`src/rtl/lexicon_apb_initiator_pkg.sv`:
```
// Shared types for the APB initiator: FSM state, response record and index-width helper.
package lexicon_apb_pkg;

  typedef enum logic [1:0] {
    IDLE   = 2'd0,
    SETUP  = 2'd1,
    ACCESS = 2'd2,
    RESP   = 2'd3
  } apb_state_e;

  localparam int APB_DATA_W     = 32;
  localparam int APB_ADDR_W     = 8;
  localparam int APB_PADDR_SIZE = 4;

  // Upper request-address bits that remain after the APB address is stripped off.
  function automatic int idx_width(input int addr_w, input int paddr_size);
    return addr_w - paddr_size;
  endfunction

  localparam int APB_IDX_W = idx_width(APB_ADDR_W, APB_PADDR_SIZE);

  typedef struct packed {
    logic [APB_DATA_W-1:0] rdata;
    logic                  err;
  } apb_rsp_t;

endpackage

```
`src/rtl/lexicon_apb_initiator_if.sv`:
```
// Request/response channels plus the APB segment of the initiator, with master (initiator) and slave (environment) views.
interface lexicon_apb_initiator_if #(
  parameter int NUM_SLV    = 4,
  parameter int ADDR_W     = 8,
  parameter int PADDR_SIZE = 4,
  parameter int DATA_W     = 32
);
  // Handshakes: a transfer happens on a rising clock edge where valid & ready are both 1;
  // the producer holds valid and payload steady until that edge, ready may change freely.
  logic                  req_valid;
  logic                  req_ready;
  logic                  req_write;
  logic [ADDR_W-1:0]     req_addr;
  logic [DATA_W-1:0]     req_wdata;
  logic [DATA_W/8-1:0]   req_strb;

  logic                  rsp_valid;
  logic                  rsp_ready;
  logic [DATA_W-1:0]     rsp_rdata;
  logic                  rsp_err;

  logic [NUM_SLV-1:0]    psel;
  logic                  penable;
  logic                  pwrite;
  logic [PADDR_SIZE-1:0] paddr;
  logic [DATA_W-1:0]     pwdata;
  logic [DATA_W/8-1:0]   pstrb;
  logic [DATA_W-1:0]     prdata;
  logic                  pready;
  logic                  pslverr;

  modport master (
    input  req_valid, req_write, req_addr, req_wdata, req_strb, rsp_ready,
    input  prdata, pready, pslverr,
    output req_ready, rsp_valid, rsp_rdata, rsp_err,
    output psel, penable, pwrite, paddr, pwdata, pstrb
  );

  modport slave (
    output req_valid, req_write, req_addr, req_wdata, req_strb, rsp_ready,
    output prdata, pready, pslverr,
    input  req_ready, rsp_valid, rsp_rdata, rsp_err,
    input  psel, penable, pwrite, paddr, pwdata, pstrb
  );

endinterface

```
`src/rtl/lexicon_apb_initiator_timeout.sv`:
```
// ACCESS wait-cycle counter; o_expired flags the wait cycle whose increment reaches TIMEOUT.
module lexicon_apb_timeout #(
  parameter  int TIMEOUT = 255,
  localparam int CNT_W   = $clog2(TIMEOUT + 1)
) (
  input  logic pclk,
  input  logic prst,
  input  logic i_clr,
  input  logic i_inc,
  output logic o_expired
);

  logic [CNT_W-1:0] r_cnt;

  always_ff @(posedge pclk or posedge prst) begin
    if (prst) begin
      r_cnt <= '0;
    end else if (i_clr) begin
      r_cnt <= '0;
    end else if (i_inc) begin
      r_cnt <= r_cnt + 1'b1;
    end
  end

  // Flag one cycle early so the bus drops right after the counter hits TIMEOUT.
  assign o_expired = (r_cnt == CNT_W'(TIMEOUT - 1));

endmodule

```
`src/rtl/lexicon_apb_initiator.sv`:
```
// APB requester: one request at a time through SETUP/ACCESS, result returned on the response channel.
// Optional ACCESS timeout is built when APB_TIMEOUT_EN is defined.
module lexicon_apb_initiator
  import lexicon_apb_pkg::*;
#(
  parameter int NUM_SLV    = 4,
  parameter int ADDR_W     = APB_ADDR_W,
  parameter int PADDR_SIZE = APB_PADDR_SIZE,
  parameter int DATA_W     = APB_DATA_W
`ifdef APB_TIMEOUT_EN
  ,
  parameter int TIMEOUT    = 255
`endif
) (
  input  logic                    pclk,
  input  logic                    prst,
  lexicon_apb_initiator_if.master bus,
  output apb_state_e              o_dbg_state
);

  localparam int IDX_W  = idx_width(ADDR_W, PADDR_SIZE);
  localparam int STRB_W = DATA_W / 8;
  localparam logic [IDX_W:0] NUM_SLV_L = (IDX_W + 1)'(NUM_SLV);

  apb_state_e            r_state;
  apb_state_e            w_next;
  logic [IDX_W-1:0]      r_idx;
  logic [PADDR_SIZE-1:0] r_paddr;
  logic                  r_pwrite;
  logic [DATA_W-1:0]     r_pwdata;
  logic [STRB_W-1:0]     r_pstrb;
  apb_rsp_t              r_rsp;

  logic [IDX_W-1:0]      w_req_idx;
  logic                  w_dec_ok;
  logic                  w_req_ready;
  logic                  w_hs;
  logic                  w_tmo_hit;

  assign w_req_idx   = bus.req_addr[ADDR_W-1:PADDR_SIZE];
  assign w_dec_ok    = ({1'b0, w_req_idx} < NUM_SLV_L);
  // Held low during reset so nothing can be accepted until prst releases.
  assign w_req_ready = (r_state == IDLE) && !prst;
  assign w_hs        = bus.req_valid && w_req_ready;

`ifdef APB_TIMEOUT_EN
  logic w_tmo_clr;
  logic w_tmo_inc;
  logic w_tmo_expired;

  assign w_tmo_clr = (r_state == SETUP);
  assign w_tmo_inc = (r_state == ACCESS) && !bus.pready;
  assign w_tmo_hit = w_tmo_inc && w_tmo_expired;

  lexicon_apb_timeout #(.TIMEOUT(TIMEOUT)) u_timeout (
    .pclk      (pclk),
    .prst      (prst),
    .i_clr     (w_tmo_clr),
    .i_inc     (w_tmo_inc),
    .o_expired (w_tmo_expired)
  );
`else
  assign w_tmo_hit = 1'b0;
`endif

  always_ff @(posedge pclk or posedge prst) begin
    if (prst) begin
      r_state <= IDLE;
    end else begin
      r_state <= w_next;
    end
  end

  always_comb begin
    w_next = r_state;
    case (r_state)
      IDLE:   if (w_hs) w_next = w_dec_ok ? SETUP : RESP;
      SETUP:  w_next = ACCESS;
      ACCESS: if (bus.pready || w_tmo_hit) w_next = RESP;
      RESP:   if (bus.rsp_ready) w_next = IDLE;
      default: w_next = IDLE;
    endcase
  end

  // APB payload is captured once per accepted, decodable request and held afterwards.
  always_ff @(posedge pclk or posedge prst) begin
    if (prst) begin
      r_idx    <= '0;
      r_paddr  <= '0;
      r_pwrite <= 1'b0;
      r_pwdata <= '0;
      r_pstrb  <= '0;
    end else if (w_hs && w_dec_ok) begin
      r_idx    <= w_req_idx;
      r_paddr  <= bus.req_addr[PADDR_SIZE-1:0];
      r_pwrite <= bus.req_write;
      r_pwdata <= bus.req_wdata;
      r_pstrb  <= bus.req_write ? bus.req_strb : '0;
    end
  end

  // Read data is returned only for successful reads; every error path reports zero data.
  always_ff @(posedge pclk or posedge prst) begin
    if (prst) begin
      r_rsp <= '0;
    end else if (w_hs && !w_dec_ok) begin
      r_rsp.rdata <= '0;
      r_rsp.err   <= 1'b1;
    end else if (r_state == ACCESS && bus.pready) begin
      r_rsp.rdata <= (!r_pwrite && !bus.pslverr) ? APB_DATA_W'(bus.prdata) : '0;
      r_rsp.err   <= bus.pslverr;
    end else if (r_state == ACCESS && w_tmo_hit) begin
      r_rsp.rdata <= '0;
      r_rsp.err   <= 1'b1;
    end
  end

  assign bus.req_ready = w_req_ready;
  assign bus.rsp_valid = (r_state == RESP);
  assign bus.rsp_rdata = DATA_W'(r_rsp.rdata);
  assign bus.rsp_err   = r_rsp.err;
  assign bus.psel      = (r_state == SETUP || r_state == ACCESS) ? (NUM_SLV'(1) << r_idx) : '0;
  assign bus.penable   = (r_state == ACCESS);
  assign bus.pwrite    = r_pwrite;
  assign bus.paddr     = r_paddr;
  assign bus.pwdata    = r_pwdata;
  assign bus.pstrb     = r_pstrb;
  assign o_dbg_state   = r_state;

endmodule

```
`src/flat_wrapper.sv`:
```
// flat-port wrapper written by rule: the top's interface ports become plain ports
module lexicon_apb_initiator_flat import lexicon_apb_pkg::*;
#(
  parameter int NUM_SLV    = 4,
  parameter int ADDR_W     = APB_ADDR_W,
  parameter int PADDR_SIZE = APB_PADDR_SIZE,
  parameter int DATA_W     = APB_DATA_W

)
  (pclk, prst, o_dbg_state, bus_req_valid, bus_req_write, bus_req_addr, bus_req_wdata, bus_req_strb, bus_rsp_ready, bus_prdata, bus_pready, bus_pslverr, bus_req_ready, bus_rsp_valid, bus_rsp_rdata, bus_rsp_err, bus_psel, bus_penable, bus_pwrite, bus_paddr, bus_pwdata, bus_pstrb);
  lexicon_apb_initiator_if #(.NUM_SLV(NUM_SLV), .ADDR_W(ADDR_W), .PADDR_SIZE(PADDR_SIZE), .DATA_W(DATA_W)) bus_i ();
  input  logic pclk;
  input  logic prst;
  output apb_state_e o_dbg_state;
  input wire logic [$bits(bus_i.req_valid)-1:0] bus_req_valid;
  input wire logic [$bits(bus_i.req_write)-1:0] bus_req_write;
  input wire logic [$bits(bus_i.req_addr)-1:0] bus_req_addr;
  input wire logic [$bits(bus_i.req_wdata)-1:0] bus_req_wdata;
  input wire logic [$bits(bus_i.req_strb)-1:0] bus_req_strb;
  input wire logic [$bits(bus_i.rsp_ready)-1:0] bus_rsp_ready;
  input wire logic [$bits(bus_i.prdata)-1:0] bus_prdata;
  input wire logic [$bits(bus_i.pready)-1:0] bus_pready;
  input wire logic [$bits(bus_i.pslverr)-1:0] bus_pslverr;
  output wire logic [$bits(bus_i.req_ready)-1:0] bus_req_ready;
  output wire logic [$bits(bus_i.rsp_valid)-1:0] bus_rsp_valid;
  output wire logic [$bits(bus_i.rsp_rdata)-1:0] bus_rsp_rdata;
  output wire logic [$bits(bus_i.rsp_err)-1:0] bus_rsp_err;
  output wire logic [$bits(bus_i.psel)-1:0] bus_psel;
  output wire logic [$bits(bus_i.penable)-1:0] bus_penable;
  output wire logic [$bits(bus_i.pwrite)-1:0] bus_pwrite;
  output wire logic [$bits(bus_i.paddr)-1:0] bus_paddr;
  output wire logic [$bits(bus_i.pwdata)-1:0] bus_pwdata;
  output wire logic [$bits(bus_i.pstrb)-1:0] bus_pstrb;
  assign bus_i.req_valid = bus_req_valid;
  assign bus_i.req_write = bus_req_write;
  assign bus_i.req_addr = bus_req_addr;
  assign bus_i.req_wdata = bus_req_wdata;
  assign bus_i.req_strb = bus_req_strb;
  assign bus_i.rsp_ready = bus_rsp_ready;
  assign bus_i.prdata = bus_prdata;
  assign bus_i.pready = bus_pready;
  assign bus_i.pslverr = bus_pslverr;
  assign bus_req_ready = bus_i.req_ready;
  assign bus_rsp_valid = bus_i.rsp_valid;
  assign bus_rsp_rdata = bus_i.rsp_rdata;
  assign bus_rsp_err = bus_i.rsp_err;
  assign bus_psel = bus_i.psel;
  assign bus_penable = bus_i.penable;
  assign bus_pwrite = bus_i.pwrite;
  assign bus_paddr = bus_i.paddr;
  assign bus_pwdata = bus_i.pwdata;
  assign bus_pstrb = bus_i.pstrb;
  lexicon_apb_initiator #(.NUM_SLV(NUM_SLV), .ADDR_W(ADDR_W), .PADDR_SIZE(PADDR_SIZE), .DATA_W(DATA_W)) u_core (.pclk(pclk), .prst(prst), .bus(bus_i), .o_dbg_state(o_dbg_state));
endmodule
```
`config.mk`:
```
export PLATFORM = sky130hd
export DESIGN_NAME = lexicon_apb_initiator_flat
export DESIGN_NICKNAME = d
export VERILOG_FILES = /design/src/rtl/lexicon_apb_initiator_pkg.sv /design/src/rtl/lexicon_apb_initiator_if.sv /design/src/rtl/lexicon_apb_initiator_timeout.sv /design/src/rtl/lexicon_apb_initiator.sv /design/src/flat_wrapper.sv
export SDC_FILE = /design/constraint.sdc
export NUM_CORES = 1
export LEC_CHECK = 0
export BUFFER_PORTS_ARGS = -buffer_cell sky130_fd_sc_hd__buf_2
export CORE_ASPECT_RATIO = 0.7
export CORE_UTILIZATION = 45
export CTS_CLUSTER_SIZE = 25
export DETAILED_ROUTE_END_ITERATION = 6
export PLACE_DENSITY_LB_ADDON = 0.15
export SYNTH_ARGS = -nofsm -noshare
export SYNTH_HDL_FRONTEND = slang
export SYNTH_SLANG_ARGS = --single-unit
```
`constraint.sdc`:
```
create_clock -name pclk -period 3.8 [get_ports pclk]
set_input_delay 1.14 -clock pclk [delete_from_list [all_inputs] [get_ports pclk]]
set_output_delay 1.14 -clock pclk [all_outputs]
set_load 0.005 [all_outputs]
```
==> metrics.md <==
| Metric | Value |
|---|---|
| IO buf count | `165` |
| CP max FO | `5` |
| Synth top area share | `0.624` |
| Yosys warns | `0` |
| FF-to-FF path depth | `6` |
| Reg2reg setup slack | `1720 ps` |
| Final WL | `7070 um` |
| # DRC | `0` |
| Mapped Area | `3210 um^2` |
| CP Capture Type | `output pin` |
| Worst reg2reg endpoint | `u_core.bus.pwdata[2]` |
| Global-route wire length before repair | `11,100 um` |
| Max clock buf depth | `2` |
| Worst Hold Depth | `1` |
| Final RePlAce weighted congestion | `0.738` |
| Combinational share of power | `0.335` |
| Number of global-route vias before repair | `2,433` |
| Peak supply drop | `0.362 mV` |
| Critical path launch point type | `register` |
| Status | `completed` |
| Count of different cell masters after synthesis | `22` |
| Clock share of power | `0.236` |
| Reg power frac | `0.429` |
| Maximum Capacitance Violations | `0` |
| # Post-CTS Setup Buffers | `0` |
| Final hold violation count | `0` |
| 1st-pass router iterations | `4` |
| Die area | `7480 um^2` |
| Clk slew on worst S/H paths | `70 ps` |
| WL/cell | `13.9 um` |
| Synth Area per Inst | `13.2 um^2` |
| TritonCTS clock tree | `built` |
| Cell area after layout | `4370 um^2` |
| H-tree depth | `3` |
| Hold/Removal Path Class | `reg -> reg` |
| Initial Util | `0.470` |
| Leading cell type in the layout, fill and taps excluded | `buf_2` |
| Number of buffers created by CTS | `9` |
| Core area | `6820 um^2` |
| Slew at the pin closest to its max-slew limit | `1000 ps` |
| Non-Filler Instances | `507` |
| Final HPWL DP | `5030 um` |
| GRT overflow | `0` |
| Pint | `2.31 mW` |
| Post-synthesis sequential area ratio | `0.624` |
| Diode count | `0` |
| Initial antenna violation count | `0` |
| Largest net degree at the start of global routing | `60` |
| Clk sinks | `80` |
| Crit path kind | `reg -> out` |
| Share of cells above drive strength 1 | `0.550` |
| RSZ-0062 raised after global routing | `false` |
| Post-CTS sizing | `0` |
| Top area cells in the synthesized netlist | `dfrtp_1, mux2_2, a22oi_1` |
| Pleak | `2.43 nW` |
| Rows | `25` |
| Total net switching power | `952 uW` |
| Inst Count DP | `494` |
| Setup TNS | `0 ps` |
| Switching part of the total | `0.292` |
| # IOs | `166` |
| Synth area leader | `dfrtp_1` |
| RR Startpoint | `u_core.o_dbg_state[0]` |
| Crit path DAT | `1580 ps` |
| CP required | `2660 ps` |
| Most frequent cells in the layout | `buf_2, dfrtp_1, nor2_1, mux2_2, a22oi_1` |
| Peak Freq | `0.367 GHz` |
| Die width | `103 um` |
| Synth-to-layout area growth | `36.3%` |
| Tcrit/Tclk final | `0.716` |
| Cell area power density | `746 nW/um^2` |
| Setup violators final | `0` |
| Initial drt markers | `83` |
| Min Hold Slack | `487 ps` |
| Hold-fix buffers at CTS | `0` |
| Yosys reg bits | `80` |
| Hold_sp | `u_core.bus.pwdata[29]` |
| Slew Limit Fails | `0` |
| Syn Nets | `330` |
| All-layer global routing usage | `0.197` |
| Die H | `72.6 um` |
| Tmin final | `2720 ps` |
| Routed Antenna Nets | `0` |
| Final setup skew | `8.09 ps` |
| Number of vias per cell | `4.87` |
| Via count | `2,470` |
| Dpl cell area | `4130 um^2` |
| Skew-Pair Late Insertion Delay | `340 ps` |
| Hold Path End | `u_core.bus.pwdata[29]` |
| Place WS | `1160 ps` |
| Clk root buf | `clkbuf_8` |
| Post-Synthesis Cells | `243` |
| Final nets | `498` |
| Setup WS post-layout | `1080 ps` |
| Slew margin rel. | `0.332` |
## worst max-delay path: stages, from the launching register on
cell      delay, ps
dfrtp_1         410
inv_1            80
ha_1            320
nor4bb_1        270
buf_2           160
## cell usage after synthesis
| master | instances |
|---|---|
| nor2b_1 | 3 |
| and4b_1 | 1 |
| buf_2 | 3 |
| dfrtp_1 | 80 |
| buf_6 | 4 |
| nand3_1 | 1 |
| mux2_1 | 2 |
| inv_1 | 10 |
| a222oi_1 | 1 |
| mux2i_1 | 6 |
| clkbuf_1 | 7 |
| nor4bb_1 | 2 |
| mux2_2 | 38 |
| o21ai_0 | 1 |
| nor3_4 | 1 |
| nand2b_1 | 1 |
| nand3b_4 | 1 |
| nand2_1 | 5 |
| a22oi_1 | 32 |
| nor2_1 | 39 |
| a21oi_1 | 1 |
| ha_1 | 4 |
## power groups by stage
stage / registers (mW) / clock network (mW) / logic [mW]
floorplan: 1.44 / 0 / 0.534
global placement: 1.40 / 0 / 1.08
detailed placement: 1.41 / 0 / 1.12
CTS: 1.40 / 0.792 / 1.12
global route: 1.46 / 0.821 / 1.23
finish: 1.40 / 0.770 / 1.09
## flip-flops by register name, indices dropped and copies added (netlist names)
name / flops
u_core.o_dbg_state: 2
u_core.bus.pwdata: 32
u_core.bus.pstrb: 4
u_core.bus.paddr: 4
u_core.r_idx: 4
u_core.bus.rsp_rdata: 32
u_core.bus.pwrite: 1
u_core.bus.rsp_err: 1
## worst max path at each step
stage,start,to,slack [ps],depth (start not counted)
3_3_place_gp,prst,bus_req_ready,1190,3
3_5_place_dp,prst,u_core.bus.pwdata[11],1160,5
2_1_floorplan,prst,u_core.bus.paddr[0],610,1
6_report,u_core.o_dbg_state[1],bus_psel[0],1080,4
4_1_cts,u_core.o_dbg_state[1],bus_psel[0],1030,4
5_1_grt,u_core.o_dbg_state[0],bus_psel[0],920,4
## area by class of cell
class | count | area (um^2)
well taps | 94 | 118
multi-input cells | 139 | 1100
flip-flops and latches | 80 | 2000
repair buffers | 171 | 871
inverters | 10 | 38.8
fillers | 571 | 2450
clock inverters | 4 | 120
clock buffers | 9 | 124
## logic make-up after synthesis
| family | share of synthesized area |
|---|---|
| AO/OA/AOI/OAI | 0.0811 |
| adder cells (fa/ha/maj) | 0.0156 |
| buffers and inverters | 0.0386 |
| flip-flops | 0.624 |
| multiplexers | 0.159 |
| AND/OR/NAND/NOR | 0.0815 |
## routing by layer
metal  GRT usage  share of wire  wire length (um)
met5           0              0                 0
met4      0.0469         0.0033                23
met3      0.0843          0.093               654
met2       0.333           0.48              3410
met1       0.235           0.42              2980
## stage by stage
stage           util  power, mW
3_3_place_gp   0.606       2.48
2_1_floorplan      -       1.98
4_1_cts        0.641       3.31
6_report       0.641       3.26
5_1_grt        0.641       3.51
3_5_place_dp   0.606       2.53
Power figures use the tool's default switching activity.
